File: src/rtl/uart_tx_fifo_reader.sv
// 8N1 UART transmitter that drains a first-word-fall-through FIFO, one byte per frame,
// sending frames back to back with no idle gap while data is available and enabled.
module uart_tx_fifo_reader #(
    parameter int CLKS_PER_BIT = 868,
    parameter int DATA_BITS    = 8,
    parameter int STOP_BITS    = 1
) (
    input  logic                 clk,
    input  logic                 rst,
    input  logic                 en,
    input  logic [DATA_BITS-1:0] fifo_dout,
    input  logic                 fifo_empty,
    output logic                 fifo_deq,
    output logic                 tx,
    output logic                 busy,
    output logic                 frame_done
);

    localparam int CW = $clog2(CLKS_PER_BIT);
    localparam int BW = (DATA_BITS > 1) ? $clog2(DATA_BITS) : 1;

    localparam logic [CW-1:0] CNT_LAST    = CW'(CLKS_PER_BIT - 1);
    localparam logic [CW-1:0] CNT_PRELAST = CW'(CLKS_PER_BIT - 2);
    localparam logic [BW-1:0] BIT_LAST    = BW'(DATA_BITS - 1);
    localparam logic          STOP_LAST   = 1'(STOP_BITS - 1);

    typedef enum logic [1:0] {
        IDLE  = 2'd0,
        START = 2'd1,
        DATA  = 2'd2,
        STOP  = 2'd3
    } state_t;

    state_t                 state_r;
    logic [CW-1:0]          cnt_r;
    logic [BW-1:0]          bit_idx_r;
    logic                   stop_idx_r;
    logic [DATA_BITS-1:0]   shift_r;
    logic                   tx_r;
    logic                   busy_r;
    logic                   frame_done_r;

    logic                   go_s;
    logic                   bit_end_s;
    logic                   stop_last_s;
    logic                   pop_s;
    logic [DATA_BITS-1:0]   shift_nx_s;

    assign go_s        = en & ~fifo_empty;
    assign bit_end_s   = (cnt_r == CNT_LAST);
    assign stop_last_s = (state_r == STOP) && bit_end_s && (stop_idx_r == STOP_LAST);
    assign shift_nx_s  = shift_r >> 1;

    // Pop decision: a new frame may only start from IDLE or on the very last stop cycle.
    always_comb begin
        pop_s = 1'b0;
        if (rst) begin
            pop_s = 1'b0;
        end else if (go_s && ((state_r == IDLE) || stop_last_s)) begin
            pop_s = 1'b1;
        end else begin
            pop_s = 1'b0;
        end
    end

    assign fifo_deq   = pop_s;
    assign tx         = tx_r;
    assign busy       = busy_r;
    assign frame_done = frame_done_r;

    // Frame sequencer with registered line, busy and end-of-frame outputs.
    always_ff @(posedge clk) begin
        if (rst) begin
            state_r      <= IDLE;
            cnt_r        <= '0;
            bit_idx_r    <= '0;
            stop_idx_r   <= 1'b0;
            shift_r      <= '0;
            tx_r         <= 1'b1;
            busy_r       <= 1'b0;
            frame_done_r <= 1'b0;
        end else begin
            frame_done_r <= 1'b0;
            case (state_r)
                IDLE: begin
                    cnt_r <= '0;
                    if (pop_s) begin
                        state_r <= START;
                        shift_r <= fifo_dout;
                        tx_r    <= 1'b0;
                        busy_r  <= 1'b1;
                    end else begin
                        tx_r   <= 1'b1;
                        busy_r <= 1'b0;
                    end
                end
                START: begin
                    if (bit_end_s) begin
                        cnt_r     <= '0;
                        bit_idx_r <= '0;
                        state_r   <= DATA;
                        tx_r      <= shift_r[0];
                    end else begin
                        cnt_r <= cnt_r + CW'(1);
                    end
                end
                DATA: begin
                    if (bit_end_s) begin
                        cnt_r   <= '0;
                        shift_r <= shift_nx_s;
                        if (bit_idx_r == BIT_LAST) begin
                            state_r    <= STOP;
                            stop_idx_r <= 1'b0;
                            tx_r       <= 1'b1;
                        end else begin
                            bit_idx_r <= bit_idx_r + BW'(1);
                            tx_r      <= shift_nx_s[0];
                        end
                    end else begin
                        cnt_r <= cnt_r + CW'(1);
                    end
                end
                STOP: begin
                    // Raised one cycle early so the registered pulse lines up with the final stop cycle.
                    frame_done_r <= (cnt_r == CNT_PRELAST) && (stop_idx_r == STOP_LAST);
                    if (bit_end_s) begin
                        cnt_r <= '0;
                        if (stop_idx_r == STOP_LAST) begin
                            if (pop_s) begin
                                state_r <= START;
                                shift_r <= fifo_dout;
                                tx_r    <= 1'b0;
                                busy_r  <= 1'b1;
                            end else begin
                                state_r <= IDLE;
                                tx_r    <= 1'b1;
                                busy_r  <= 1'b0;
                            end
                        end else begin
                            stop_idx_r <= stop_idx_r + 1'b1;
                        end
                    end else begin
                        cnt_r <= cnt_r + CW'(1);
                    end
                end
                default: begin
                    state_r <= IDLE;
                    cnt_r   <= '0;
                    tx_r    <= 1'b1;
                    busy_r  <= 1'b0;
                end
            endcase
        end
    end

endmodule

File: config.mk
export PLATFORM = sky130hd
export DESIGN_NAME = uart_tx_fifo_reader
export DESIGN_NICKNAME = d
export VERILOG_FILES = /design/src/rtl/uart_tx_fifo_reader.sv
export SDC_FILE = /design/constraint.sdc
export NUM_CORES = 1
export LEC_CHECK = 0
export ABC_AREA = 1
export CELL_PAD_IN_SITES_DETAIL_PLACEMENT = 0
export CELL_PAD_IN_SITES_GLOBAL_PLACEMENT = 1
export CORE_UTILIZATION = 40
export CTS_CLUSTER_SIZE = 28
export DETAILED_ROUTE_END_ITERATION = 8
export PLACE_DENSITY = 0.87
export SLEW_MARGIN = 0
export SYNTH_ARGS = -nofsm -noshare
export SYNTH_HDL_FRONTEND = slang
export SYNTH_SLANG_ARGS = --single-unit
File: constraint.sdc
create_clock -name clk -period 2.3 [get_ports clk]
set_input_delay 0.46 -clock clk [delete_from_list [all_inputs] [get_ports clk]]
set_output_delay 0.46 -clock clk [all_outputs]
set_load 0.05 [all_outputs]
==> flow_summary.yaml, run 1 <==
run_status:
  outcome: "finished, final reports clean"
clock_tree:
  cts_tree: "yes"
  numCtsBuffers: 3
  cts_htree_levels: 1
  clockBufferDepth: 2
  ctsResizeCount: 0
  cts_sinks: 26
  root_buffer: "clkbuf_4"
  clock_latency_ps: 320
  postCtsSetupBuffers: 0
  clk_pin_slew_ps: 140
  cts_hold_buf: 0
synth:
  synth.cell_area_mm2: 0.00143
  avgSynthCellArea_um2: 7.43
  yosys.area.top_type_share_pct: 36.5
  synth_seq_area_share_pct: 36.5
  syn-num-nets: 212
  yosysTopAreaCell: "dfxtp_1"
  synthTopCellsByArea: "dfxtp_1, nand2_1, nor2_1"
  ys_warn_count: 0
  syn_inst: 192
  ys_seq_elements: 26
  synth.distinct_cells: 33
floorplan:
  core_area_mm2: 0.00336
  fp-row-count: 21
  start_util_pct: 42.4
  fp.dieH_um: 61.7
  die_x_um: 61.7
  io_pins: 16
  fp.dieArea_mm2: 0.00381
route:
  drc: 0
  ant_nets: 0
  detail_route.vias_per_cell: 4.69
  drtIter0Drc: 30
  dr_total_vias: 1195
  drt_first_pass_iters: 4
  wl_per_cell_um: 9.84
  drt_wl_total_mm: 2.51
sta:
  grt_setup_unrepaired: "no"
  setup_slack_ps: 177
  final-setup-viol-count: 0
  slew_violations: 0
  maxSlewHeadroom_pct: 66.9
  post-route-period-util_pct: 92.3
  max_freq_mhz: 471
  tns_ps: 0
  layout_min_cycle_time_ps: 2120
  clock_skew_ps: 4.37
  whs_ps: 478
  hold_violations: 0
  worst_slew_pin_slew_ps: 495
placement:
  preCtsSetupSlack_ps: 246
  place_hpwl_mm: 1.86
  gp_congestion: 0.881
  portBuffers: 15
critical_path:
  critPathMaxStageDelay_ps: 430
  worstSetupPathType: "flip-flop to output port"
  cp_max_fo: 5
  worst_path_max_delay_cell: "dfxtp_1"
  cpMostUsedCell: "inv_1"
  cp_top_family: "flip-flops"
  cp_cell_sequence: "inv_1 -> ha_1 -> nor2_1 -> inv_1 -> nand3_2 -> inv_1 -> buf_12"
  cp_num_buf_inv: 4
  start_kind: "flip-flop"
  critical_path_arrival_ps: 1660
  crit_path_end_kind: "output port"
  crit_required_ps: 1840
cells_and_area:
  drive_gt1_share_pct: 12.9
  post-route-util_pct: 49.6
  num_antenna_cells: 0
  final_nets: 230
  area_delta_synth_final_pct: 17.0
global_route:
  grt_max_degree: 15
  grt.overflow.total: 0
  grt_pass1_wl_mm: 4.30
  grt_use_total_pct: 15.0
  grt_pass1_vias: 1059
  antenna_found_initial: 0
power:
  vdd_drop_max_uv: 582
  power_uw: 1750
  power.leakage_uw: 0.000699
  power_density_mw_per_mm2: 1050
run:
  maxCapViolations: 0
min_path:
  hold_path_class: "flip-flop to flip-flop"
-- power breakdown --
part	total (uW)	leakage [uW]	internal, uW	switching (uW)
combinational	920	0.000467	351	569
sequential	593	0.000211	543	50.1
clock	234	0.0000210	96.8	138
total	1750	0.000699	991	756
-- stage by stage --
step                      cell area (um2)  instances
after floorplan                      1430        192
after global placement               1630        251
after detailed placement             1630        251
after CTS                            1670        255
after global routing                 1670        255
final                                1670        255
-- flip-flops by register name, summed over array words and instances, names as in the netlist --
| register | flops |
|---|---|
| tx | 1 |
| busy | 1 |
| shift_r | 8 |
| bit_idx_r | 3 |
| state_r | 2 |
| frame_done | 1 |
| cnt_r | 10 |
-- placed cells by master (no fill, tap or decap), drive strengths merged --
master / n
ha: 8
buf: 4
o21a: 1
or2: 2
dfxtp: 26
nor3b: 2
nor3: 5
clkbuf: 4
clkdlybuf4s50: 14
nand2: 41
inv: 22
xor2: 1
nand3: 14
nand4: 2
o21bai: 2
mux2i: 1
nor2: 34
o211a: 1
xnor2: 2
o21ai: 12
a21oi: 10
a31oi: 1
-- cells by family (layout without fill, tap and decap cells) --
group,count (synthesis),in the layout,synth area share [%]
compound gates,27,27,11.2
xor+xnor,3,3,1.84
fa+ha+maj,8,8,7.02
buf+inv,27,44,8.33
flops,26,26,36.5
mux,1,1,0.702
simple gates,100,100,34.4
-- metal layers --
| metal | global-route usage [%] | up-vias | wire length [um] |
|---|---|---|---|
| li1 | - | 645 | - |
| met1 | 21.6 | 523 | 1320 |
| met2 | 22.4 | 22 | 1060 |
| met3 | 1.86 | 5 | 84 |
| met4 | 6.98 | 0 | 49 |
| met5 | 0 | - | 0 |
-- tightest hold or removal path, stage by stage (launching register included) --
cell	delay, ps
dfxtp_1	340
nand2_1	60
a21oi_1	50
-- worst paths after layout --
path	startpoint	end	slack (ps)	cells after the start
setup / recovery	state_r[0]	fifo_deq	180	7
hold / removal	bit_idx_r[1]	bit_idx_r[1]	480	2
setup reg to reg	state_r[0]	state_r[0]	530	9
hold reg to reg	bit_idx_r[1]	bit_idx_r[1]	480	2
-- cell type report --
type	count	area (um2)
Fill cell	384	1690
Inverter	22	82.6
Multi-Input combinational cell	139	790
Clock buffer	4	36.3
Timing Repair Buffer	18	183
Tap cell	46	57.6
Sequential cell	26	520
-- synth_stat cells --
cell type  count
nor2_1        30
a21oi_1       10
xnor2_1        2
nor2_4         2
or2_2          1
xor2_1         1
o211a_1        1
nand2_2        5
inv_1         21
ha_1           8
a31oi_1        1
nand3_2        2
clkbuf_1       1
o21a_1         1
nand4_1        2
nand3_1       12
or2_1          1
o21bai_1       1
o21ai_0       12
buf_6          2
nor3_1         4
buf_2          1
nor3b_4        1
nand2_1       34
nand2_4        2
dfxtp_1       26
clkbuf_2       1
inv_2          1
nor2_2         2
nor3_2         1
mux2i_1        1
nor3b_1        1
o21bai_4       1
(Power assumes the default switching activity.)
==> run 2: changes to the inputs <==
--- a/config.mk
+++ b/config.mk
@@ -12,7 +12,8 @@
 export CTS_CLUSTER_SIZE = 28
 export DETAILED_ROUTE_END_ITERATION = 8
 export PLACE_DENSITY = 0.87
-export SLEW_MARGIN = 0
+export SETUP_SLACK_MARGIN = 0.1
+export SLEW_MARGIN = 20
 export SYNTH_ARGS = -nofsm -noshare
 export SYNTH_HDL_FRONTEND = slang
 export SYNTH_SLANG_ARGS = --single-unit
==> flow_summary.yaml, run 2 (synthesis gave the netlist of run 1 again) <==
run_status:
  outcome: "finished, final reports clean"
sta:
  worst_slew_pin_slew_ps: 495
  final-setup-viol-count: 0
  maxSlewHeadroom_pct: 66.9
  clock_skew_ps: 4.38
  grt_setup_unrepaired: "no"
  slew_violations: 0
  tns_ps: 0
  hold_violations: 0
  setup_slack_ps: 225
  max_freq_mhz: 482
  post-route-period-util_pct: 90.2
  layout_min_cycle_time_ps: 2080
cells_and_area:
  final_common_cell: "nand2_1"
  final_cell_mix: "nand2_1, nor2_1, dfxtp_1"
  seqCellArea_um2: 524
  top_register: "cnt_r"
  num_antenna_cells: 0
  drive_gt1_share_pct: 14.4
  multi_input_area_um2: 790
  design_area_mm2: 0.00167
  area_delta_synth_final_pct: 17.3
  reg.largest.list: "cnt_r: 10 flops, shift_r: 8 flops, bit_idx_r: 3 flops"
  fill_cells: 382
  largest_reg_flops: 10
  final_nets: 230
critical_path:
  cp_max_fo: 4
  worstSetupPathType: "flip-flop to output port"
  critical_path_arrival_ps: 1620
  ff2ff_setup_slack_ps: 580
  start_kind: "flip-flop"
  crit_path_end_kind: "output port"
  crit_required_ps: 1840
global_route:
  grt_pass1_vias: 1059
  grt_pass1_wl_mm: 4.30
  grt.overflow.total: 0
  grt_use_total_pct: 15.0
  antenna_found_initial: 0
  grt_max_degree: 15
floorplan:
  fp.dieArea_mm2: 0.00381
  io_pins: 16
  fp.dieH_um: 61.7
  start_util_pct: 42.4
  die_x_um: 61.7
  fp-row-count: 21
  core_area_mm2: 0.00336
placement:
  gp_congestion: 0.881
  dpl_cell_area_mm2: 0.00163
  preCtsSetupSlack_ps: 246
  place_hpwl_mm: 1.86
  portBuffers: 15
clock_tree:
  cts_hold_buf: 0
  cts_sinks: 26
  postCtsSetupBuffers: 0
  cts_htree_levels: 1
  root_buffer: "clkbuf_4"
  numCtsBuffers: 3
  clk_pin_slew_ps: 140
  cts_tree: "yes"
  clockBufferDepth: 2
  clock_latency_ps: 320
route:
  ant_nets: 0
  dr_total_vias: 1198
  detail_route.vias_per_cell: 4.70
  wl_per_cell_um: 9.88
  drc: 0
  drtIter0Drc: 30
  drt_first_pass_iters: 4
  drt_wl_total_mm: 2.52
run:
  maxCapViolations: 0
power:
  vdd_drop_max_uv: 582
  power.leakage_uw: 0.000700
  power_uw: 1750
  power_density_mw_per_mm2: 1050
min_path:
  hold_path_class: "flip-flop to flip-flop"
-- run 2: timing repair --
item	4_1_cts	5_1_grt
endpoints found under the setup margin	0	1
resized for setup	0	4
endpoints found under the hold margin	0	0
-- run 2: power by group --
part           switching (uW)  total (uW)  internal [uW]
Sequential               50.6         597            546
Clock                     138         234           96.8
Combinational             569         921            352
Total                     757        1750            994
-- run 2: through the flow --
stage	util [%]	hold WS [ps]	std cells
after floorplan	-	430	192
after global placement	48.5	444	251
after detailed placement	48.5	457	251
after CTS	49.6	481	255
after global routing	49.7	475	255
final	49.7	445	255
-- run 2: worst paths after layout --
path                                  from    endpoint  cells after the start
worst max-delay path            state_r[1]    fifo_deq                      7
worst min-delay path              cnt_r[0]    cnt_r[0]                      1
worst max register to register  state_r[0]  state_r[0]                     10
worst min register to register    cnt_r[0]    cnt_r[0]                      1
-- run 2: worst max-delay path, cell delays in order (launching register included) --
cell and delay, ps:
dfxtp_1 400, inv_1 90, ha_1 220, nor2_1 170, inv_1 70, nand3_2 110
inv_1 80, buf_12 150
-- run 2: final cells by class --
type / instances / area share, %
Inverter: 22 / 4.94
Tap cell: 46 / 3.44
Sequential cell: 26 / 31.3
Multi-Input combinational cell: 139 / 47.2
Timing Repair Buffer: 18 / 10.9
Clock buffer: 4 / 2.17
-- run 2: metal layers --
layer  global-route usage [%]  routed length (um)  vias to the layer above
met3                     1.86                  84                        5
met4                     6.98                  49                        0
met1                     21.6                1320                      526
met5                        0                   0                        -
met2                     22.4                1070                       22
li1                         -                   -                      645
